--- src/rtl/intpol_pkg.sv ---
// Shared constants for the interpolator data movers: FSM state codes and
// default widths used by the memory-to-FIFO source and its helpers.
package intpol_pkg;

   localparam int DATA_WIDTH_DEF  = 32;
   localparam int ADDR_WIDTH_DEF  = 7;
   localparam int DEPTH_WIDTH_DEF = 8;

   localparam logic [1:0] IDLE   = 2'd0;
   localparam logic [1:0] STREAM = 2'd1;
   localparam logic [1:0] DONE   = 2'd2;

endpackage

--- src/rtl/source_skid_buf.sv ---
// Two-entry in-order buffer between the memory return path and the FIFO
// write port. The parent's credit scheme guarantees push never hits a full
// buffer and pop never hits an empty one.
module source_skid_buf
   import intpol_pkg::*;
#(
   parameter int DATA_WIDTH = DATA_WIDTH_DEF
) (
   input  logic                  clk,
   input  logic                  rstn,
   input  logic                  push,
   input  logic [DATA_WIDTH-1:0] push_data,
   input  logic                  pop,
   output logic [1:0]            occ_o,
   output logic [DATA_WIDTH-1:0] head_o
);

   logic [DATA_WIDTH-1:0] ent0_r;
   logic [DATA_WIDTH-1:0] ent1_r;
   logic                  wr_ptr_r;
   logic                  rd_ptr_r;
   logic [1:0]            occ_r;

   // Write the incoming word into the slot selected by the write pointer.
   always_ff @(posedge clk or negedge rstn) begin
      if (!rstn) begin
         ent0_r   <= '0;
         ent1_r   <= '0;
         wr_ptr_r <= 1'b0;
      end else if (push) begin
         if (wr_ptr_r) begin
            ent1_r <= push_data;
         end else begin
            ent0_r <= push_data;
         end
         wr_ptr_r <= ~wr_ptr_r;
      end
   end

   // Advance the read pointer when the head is consumed.
   always_ff @(posedge clk or negedge rstn) begin
      if (!rstn) begin
         rd_ptr_r <= 1'b0;
      end else if (pop) begin
         rd_ptr_r <= ~rd_ptr_r;
      end
   end

   // Track occupancy; a simultaneous push and pop leaves it unchanged.
   always_ff @(posedge clk or negedge rstn) begin
      if (!rstn) begin
         occ_r <= 2'd0;
      end else begin
         case ({push, pop})
            2'b10:   occ_r <= occ_r + 2'd1;
            2'b01:   occ_r <= occ_r - 2'd1;
            default: occ_r <= occ_r;
         endcase
      end
   end

   // Present the oldest entry and the occupancy to the parent.
   always_comb begin
      occ_o = occ_r;
      if (rd_ptr_r) begin
         head_o = ent1_r;
      end else begin
         head_o = ent0_r;
      end
   end

endmodule

--- src/rtl/mem_fifo_source.sv ---
// Streams data_depth words from a synchronous-read memory, addresses 0
// upward, into a downstream FIFO while honouring its full flag. Reads are
// issued only when the skid buffer is guaranteed room for the returning word,
// so backpressure never loses or duplicates data.
module mem_fifo_source
   import intpol_pkg::*;
#(
   parameter int DATA_WIDTH  = DATA_WIDTH_DEF,
   parameter int ADDR_WIDTH  = ADDR_WIDTH_DEF,
   parameter int DEPTH_WIDTH = DEPTH_WIDTH_DEF
) (
   input  logic                   clk,
   input  logic                   rstn,
   input  logic                   start_i,
   input  logic [DEPTH_WIDTH-1:0] data_depth,
   input  logic                   full_i,
   input  logic [DATA_WIDTH-1:0]  mem_data_i,
   output logic                   mem_rd_en_o,
   output logic [ADDR_WIDTH-1:0]  mem_addr_o,
   output logic                   fifo_wr_en_o,
   output logic [DATA_WIDTH-1:0]  fifo_data_o,
   output logic                   busy_o,
   output logic                   done_o
);

   logic [1:0]             state_r;
   logic [1:0]             state_nxt_s;
   logic [DEPTH_WIDTH-1:0] depth_r;
   logic [DEPTH_WIDTH-1:0] rd_cnt_r;
   logic [DEPTH_WIDTH-1:0] wr_cnt_r;
   logic [DEPTH_WIDTH-1:0] wr_cnt_inc_s;
   logic                   inflight_r;
   logic [1:0]             occ_s;
   logic [DATA_WIDTH-1:0]  head_s;
   logic                   accept_s;
   logic                   rd_go_s;
   logic                   wr_go_s;
   logic                   last_wr_s;
   logic [2:0]             used_s;
   logic [2:0]             avail_s;

   source_skid_buf #(
      .DATA_WIDTH (DATA_WIDTH)
   ) u_skid (
      .clk       (clk),
      .rstn      (rstn),
      .push      (inflight_r),
      .push_data (mem_data_i),
      .pop       (wr_go_s),
      .occ_o     (occ_s),
      .head_o    (head_s)
   );

   // Read/write decisions; credit > 0 is evaluated as (2 + pop) > (occ + inflight).
   always_comb begin
      accept_s     = (state_r == IDLE) && start_i;
      wr_go_s      = (state_r == STREAM) && (occ_s != 2'd0) && !full_i;
      used_s       = {1'b0, occ_s} + {2'b00, inflight_r};
      avail_s      = 3'd2 + {2'b00, wr_go_s};
      rd_go_s      = (state_r == STREAM) && (rd_cnt_r < depth_r) && (avail_s > used_s);
      wr_cnt_inc_s = wr_cnt_r + DEPTH_WIDTH'(1'b1);
      last_wr_s    = wr_go_s && (wr_cnt_inc_s == depth_r);
   end

   // FSM state register.
   always_ff @(posedge clk or negedge rstn) begin
      if (!rstn) begin
         state_r <= IDLE;
      end else begin
         state_r <= state_nxt_s;
      end
   end

   // FSM next-state logic.
   always_comb begin
      state_nxt_s = state_r;
      case (state_r)
         IDLE: begin
            if (start_i) begin
               if (data_depth == '0) begin
                  state_nxt_s = DONE;
               end else begin
                  state_nxt_s = STREAM;
               end
            end else begin
               state_nxt_s = IDLE;
            end
         end
         STREAM: begin
            if (last_wr_s) begin
               state_nxt_s = DONE;
            end else begin
               state_nxt_s = STREAM;
            end
         end
         DONE:    state_nxt_s = IDLE;
         default: state_nxt_s = IDLE;
      endcase
   end

   // FSM outputs; everything decodes from reset registers so reset forces all to 0.
   always_comb begin
      mem_rd_en_o  = 1'b0;
      mem_addr_o   = '0;
      fifo_wr_en_o = 1'b0;
      fifo_data_o  = '0;
      busy_o       = 1'b0;
      done_o       = 1'b0;
      case (state_r)
         STREAM: begin
            busy_o       = 1'b1;
            mem_rd_en_o  = rd_go_s;
            mem_addr_o   = rd_cnt_r[ADDR_WIDTH-1:0];
            fifo_wr_en_o = wr_go_s;
            if (occ_s != 2'd0) begin
               fifo_data_o = head_s;
            end else begin
               fifo_data_o = '0;
            end
         end
         DONE: begin
            busy_o = 1'b1;
            done_o = 1'b1;
         end
         default: begin
            busy_o = 1'b0;
         end
      endcase
   end

   // Latch the depth on an accepted start; counters restart from zero.
   always_ff @(posedge clk or negedge rstn) begin
      if (!rstn) begin
         depth_r  <= '0;
         rd_cnt_r <= '0;
         wr_cnt_r <= '0;
      end else if (accept_s) begin
         depth_r  <= data_depth;
         rd_cnt_r <= '0;
         wr_cnt_r <= '0;
      end else begin
         if (rd_go_s) begin
            rd_cnt_r <= rd_cnt_r + DEPTH_WIDTH'(1'b1);
         end
         if (wr_go_s) begin
            wr_cnt_r <= wr_cnt_inc_s;
         end
      end
   end

   // A read issued this cycle returns data next cycle; reset drops it.
   always_ff @(posedge clk or negedge rstn) begin
      if (!rstn) begin
         inflight_r <= 1'b0;
      end else begin
         inflight_r <= rd_go_s;
      end
   end

endmodule
--- config.mk ---
export PLATFORM = sky130hd
export DESIGN_NAME = mem_fifo_source
export DESIGN_NICKNAME = d
export VERILOG_FILES = /design/src/rtl/intpol_pkg.sv /design/src/rtl/source_skid_buf.sv /design/src/rtl/mem_fifo_source.sv
export SDC_FILE = /design/constraint.sdc
export NUM_CORES = 1
export LEC_CHECK = 0
export CAP_MARGIN = 20
export CORE_MARGIN = 2
export CORE_UTILIZATION = 53
export CTS_CLUSTER_SIZE = 25
export DETAILED_ROUTE_END_ITERATION = 8
export HOLD_SLACK_MARGIN = 0.03
export PLACE_DENSITY_LB_ADDON = 0.1
export SLEW_MARGIN = 25
export SYNTH_ARGS = -nofsm -noshare
export SYNTH_HDL_FRONTEND = slang
export SYNTH_SLANG_ARGS = --single-unit
--- constraint.sdc ---
create_clock -name clk -period 2.6 [get_ports clk]
set_input_delay 0.39 -clock clk [delete_from_list [all_inputs] [get_ports clk]]
set_output_delay 0.39 -clock clk [all_outputs]
set_load 0.01 [all_outputs]
# ---- Word level (Yosys, flattened, before mapping)
# Cells that the tools add are included.
dict set report totals {
  ff_bits 95
  latchBits 0
  mem_bits_rw 0
  mem_bits_ro 0
  output_inout_bits 43
  word_cells 58
  n_memories 0
}
dict set report op_classes {
  add_sub_neg 6
  mul 0
  n_div 0
  order_cmp 2
  eq_ne 5
  shifts 0
  muxes 17
  bitwise 2
  reduce_logical 16
}
# cell n
set op_table {}
lappend op_table {{$mux W32} 3}
lappend op_table {{$mux W8} 4}
lappend op_table {{$add A8 B1 Y8 const B} 2}
lappend op_table {{$eq A8 B8 Y1} 1}
lappend op_table {{$logic_not A8 Y1} 1}
lappend op_table {{$lt A8 B8 Y1} 1}
lappend op_table {{$pmux W2 S2} 2}
lappend op_table {{$reduce_bool A2 Y1} 4}
lappend op_table {{$mux W7} 1}
lappend op_table {{$logic_and A1 B1 Y1} 6}
lappend op_table {{$mux W2} 3}
lappend op_table {{$eq A2 B1 Y1 const B} 2}
lappend op_table {{$eq A2 B2 Y1 const B} 2}
lappend op_table {{$mux W1} 4}
lappend op_table {{$reduce_and A2 Y1} 2}
lappend op_table {{$add A2 B1 Y3} 1}
lappend op_table {{$add A2 B1 Y3 const A} 1}
lappend op_table {{$gt A3 B3 Y1} 1}
lappend op_table {{$add A2 B1 Y2 const B} 1}
lappend op_table {{$logic_not A2 Y1} 1}
lappend op_table {{$not A1 Y1} 2}
lappend op_table {{$reduce_or A2 Y1} 1}
lappend op_table {{$sub A2 B1 Y2 const B} 1}
lappend op_table {{$logic_not A1 Y1} 1}

# ---- Depth between registers and ports, before layout
dict set report depth {
  depth_word 8
  depth_mapped 12
  depth_no_buf 12
}

# ---- By module
# Synthesis repeated with hierarchy kept, for this count alone.
dict set report unflattened {
  cells_unflattened 429
  area_unflattened_um2 4989.8
}
# mod n_inst cells_per_inst area_each_um2 seq_area_each_um2
set by_module_without_submodules {}
lappend by_module_without_submodules {source_skid_buf 1 184 2925.3 1701.6}
lappend by_module_without_submodules {mem_fifo_source 1 245 2064.5 675.6}

# ---- Least setup slack after synthesis
# No wires, ideal clock.
dict set report synth_timing {
  path_type {register to output}
  from {register state_r[1]}
  to {output port mem_rd_en_o}
  arrival_time_ps 1764
  slack_ps 446
  stages_incl_launch_ff 10
  n_path_buf 0
  path_cell_list {dfrtp_1 -> inv_1 -> ha_1 -> o21ai_2 -> nor2_8 -> inv_4 -> ha_1 -> nand3b_1 -> nand3_1 -> a21oi_1}
}
dict set report synth_via {
  elab_chain_len 7
  elab_cells_between_ends 8
  classes_between {1 x add/sub; 1 x order compare; 1 x eq/ne; 1 x mux; 4 x reduce/logical}
}
# element line
set synth_lines {}
lappend synth_lines {{start: declaration} mem_fifo_source.sv:26} ;# logic [1:0] state_r;
lappend synth_lines {{start signal: assignment} mem_fifo_source.sv:70} ;# state_r <= state_nxt_s;
lappend synth_lines {{$eq A2 B1 Y1 (*)} {mem_fifo_source.sv:57, mem_fifo_source.sv:60, mem_fifo_source.sv:109}}
lappend synth_lines {{$logic_and A1 B1 Y1 (2 in a row)} mem_fifo_source.sv:57} ;# wr_go_s = (state_r == STREAM) && (occ_s != 2'd0) && !full_i;
lappend synth_lines {{$add A2 B1 Y3} mem_fifo_source.sv:59} ;# avail_s = 3'd2 + {2'b00, wr_go_s};
lappend synth_lines {{$gt A3 B3 Y1} mem_fifo_source.sv:60} ;# rd_go_s = (state_r == STREAM) && (rd_cnt_r < depth_r) && (avail_s > used_s);
lappend synth_lines {{$logic_and A1 B1 Y1} mem_fifo_source.sv:60}
lappend synth_lines {{$mux W1 (*)} mem_fifo_source.sv:109} ;# case (state_r)
lappend synth_lines {{end: declaration} mem_fifo_source.sv:18} ;# output logic mem_rd_en_o,
# Every way passes the cells marked *; elsewhere a longest branch is shown, timed or not.

# ---- Worst setup path after layout
dict set report layout_timing {
  from {register u_skid.occ_r[0], in the netlist u_skid.occ_o[0]}
  to {output port fifo_data_o[21]}
}
dict set report layout_via {
  elab_chain_len 3
}
# element line
set layout_lines {}
lappend layout_lines {{start: declaration} source_skid_buf.sv:22} ;# logic [1:0] occ_r;
lappend layout_lines {{start signal: assignment} source_skid_buf.sv:55} ;# 2'b10: occ_r <= occ_r + 2'd1;
lappend layout_lines {{start signal: assignment} source_skid_buf.sv:56} ;# 2'b01: occ_r <= occ_r - 2'd1;
lappend layout_lines {{start signal: assignment} source_skid_buf.sv:57} ;# default: occ_r <= occ_r;
lappend layout_lines {{$reduce_bool A2 Y1} mem_fifo_source.sv:115} ;# if (occ_s != 2'd0) begin
lappend layout_lines {{$mux W32} mem_fifo_source.sv:115}
lappend layout_lines {{$mux W32} mem_fifo_source.sv:109}
lappend layout_lines {{end: declaration} mem_fifo_source.sv:21} ;# output logic [DATA_WIDTH-1:0] fifo_data_o,
# Every way passes these cells.

==> out/metrics.yaml <==
outcome: "completed"
numCtsBuffers: 9
p_int_w: 0.00519
cp-startpoint: "u_skid.occ_o[0]$_DFFE_PN0P_"
timing.fmax_mhz: 406
yosysTopAreaCell: "dfrtp_1"
post_synth_num_cell_types: 36
pre_cts_slack_ps: -159
ir_drop_v: 0.000861
cts.sink_count: 95
cts-root-buf: "clkbuf_8"
synth_area_leaders: "dfrtp_1 (50%), mux2_2 (13%), mux2i_1 (7.0%), ha_1 (4.5%), nor2_1 (4.2%)"
dp_hpwl_microns: 6760
placed_cells: 605
grt_pass1_wl_microns: 16200
drc: 0
filler_cell_count: 659
clkSlewWorstSetupHoldPaths_ps: 90
clkPwrFrac: 0.132
htreeDepth: 3
clkLatencyLatePin_ps: 360
path_max_fanout: 33
seq_area_frac_synth: 0.503
placed_area_sq_um: 5810
r2r_slack_ps: 400
fin_crit_sh: 0.946
syn_nets: 475
end_kind: "output pin"
grt_max_degree: 49
layout-area-overhead-vs-synth_pct: 28.1
drive_above_1_share: 0.195
dr.pass1.iters: 4
dieArea_sq_um: 9690
ant_nets: 0
start_util: 0.545
io-pin-count: 87
crit_type: "flip-flop to output pin"
power.switching_w: 0.00301
layout_setup_ws_ps: 139
regArea_sq_um: 2380
ys_async_sr_fraction: 1.00
synth_top_area_frac: 0.503
dr_total_vias: 3340
critical_path_required_ps: 2210
multi_input_area_sq_um: 2240
totalWireLength_microns: 9650
ys_warn_count: 0
synth-main-ff-cell: "dfrtp_1"
layout.cells.non_filler: 621
wl_per_cell_microns: 15.5
p_leak_nw: 2.69
finalWeightedCongestion: 0.921
ys_ff_latch: 95
grt_use_total: 0.208
grt_antenna_before_repair: 0
fin_skew_ps: 15.1
postSynthCellCount: 414
drt_iter0_drc: 133
arrival_ps: 2070
nets: 569
gr-total-overflow: 0
crit_path_start_kind: "flip-flop"
setup-tns-final_ps: 0
post_cts_buffers: 0
worstHoldPathType: "input port to asynchronous set/reset pin"
hold_viol: 0
synth_edf_count: 0
reg2reg_to: "rd_cnt_r[4]$_DFFE_PN0P_"
finalInstanceArea_sq_um: 6060
syn_area_sq_um: 4730
setup_viol: 0
switching_share: 0.367
tightest_slew_ps: 629
rsz0062_at_grt: "false"
power_density_nw_per_um2: 1350
p_total_w: 0.00821
yosys.cell_count.top_type: "dfrtp_1"
syn_avg_cell_area_sq_um: 11.4
r2r_start: "state_r[1]$_DFF_PN0_"
antennaDiodeCount: 0
core_area_sq_um: 8680
slew_headroom: 0.581
via_per_inst: 5.38
grt_pass1_vias: 3431
chipHeight_microns: 98.5
min_period_ps: 2460
slew_viol_final: 0
p_comb_frac: 0.543
rr_worst_depth: 10
row_count: 34
cap_viol_max_count: 0
clockBufferDepth: 2
cts_tree: "yes"
port_buffers: 86
die_x_microns: 98.5
synth_common_cells: "dfrtp_1 (95), mux2_2 (56), nor2_1 (53)"
seqPwrFrac: 0.325
[power by group through the flow]
stage               clock network, W  logic, W  registers (W)
detailed placement                 0   0.00448        0.00269
global placement                   0   0.00438        0.00264
global route                 0.00119   0.00487        0.00276
finish                       0.00108   0.00446        0.00266
floorplan                          0   0.00275        0.00252
CTS                          0.00111   0.00451        0.00266
[critical path, cell delays in order, from the launching register on]
cell and delay [ps]:
dfrtp_1 470, o21ai_4 250, buf_4 390, nor2_1 120, clkdlybuf4s50_1 500
[registers in the layout, summed over array words and instances (netlist names)]
register         cells
u_skid.ent0_r       32
u_skid.occ_o         2
inflight_r           1
u_skid.rd_ptr_r      1
u_skid.wr_ptr_r      1
depth_r              8
u_skid.ent1_r       32
state_r              2
wr_cnt_r             8
rd_cnt_r             8
[cells by family after synthesis]
| kind of cell | synth area share |
|---|---|
| AO/OA/AOI/OAI | 0.0482 |
| XOR/XNOR | 0.0482 |
| adder cells (fa/ha/maj) | 0.0450 |
| buffers and inverters | 0.0307 |
| flip-flops | 0.503 |
| multiplexers | 0.225 |
| AND/OR/NAND/NOR | 0.101 |
[how the worst max path moves through the flow]
stage	to	cells after the start
after floorplan	mem_rd_en_o	9
after global placement	mem_rd_en_o	8
after detailed placement	mem_rd_en_o	8
after CTS	mem_rd_en_o	10
after global routing	fifo_data_o[21]	4
final	fifo_data_o[21]	4
[cell usage in the layout (no fill, tap or decap), types with 3 or more instances in the layout]
cell type	n
a211oi_1	4
a21o_1	5
a21oi_1	10
and2_1	6
and3_1	4
buf_12	3
buf_4	12
clkbuf_8	9
clkdlybuf4s50_1	84
dfrtp_1	94
ha_1	16
inv_1	17
mux2_1	9
mux2_2	56
mux2i_1	33
nand2_1	19
nand3_1	10
nor2_1	52
o21ai_0	10
xnor2_1	20
xor2_1	6
[final cells by class]
class	count	share of cell area
inverter	20	0.0128
multi-input combinational	282	0.370
clock buffer	9	0.0204
timing repair buffer	100	0.164
tap	108	0.0223
sequential	95	0.393
clock inverter	7	0.0173
[per-layer routing]
layer / vias to the layer above / routed length, microns / GRT usage / share of wire
li1: 1603 / - / - / -
met4: 0 / 122 / 0.0727 / 0.013
met1: 1650 / 4320 / 0.274 / 0.45
met3: 10 / 386 / 0.0340 / 0.040
met2: 77 / 4820 / 0.352 / 0.50
met5: - / 0 / 0 / 0
[stage by stage]
step            util  hold WS (ps)
3_5_place_dp   0.670           455
2_1_floorplan      -          94.4
5_1_grt        0.698          76.0
4_1_cts        0.697          64.0
6_report       0.698          50.6
3_3_place_gp   0.670           450
[timing repair]
action	in CTS	in global routing
endpoints found under the hold margin	0	0
gates resized for setup	5	4
hold buffers	0	0
endpoints found under the setup margin	1	20
pin swaps	0	1
(Power assumes the default switching activity.)
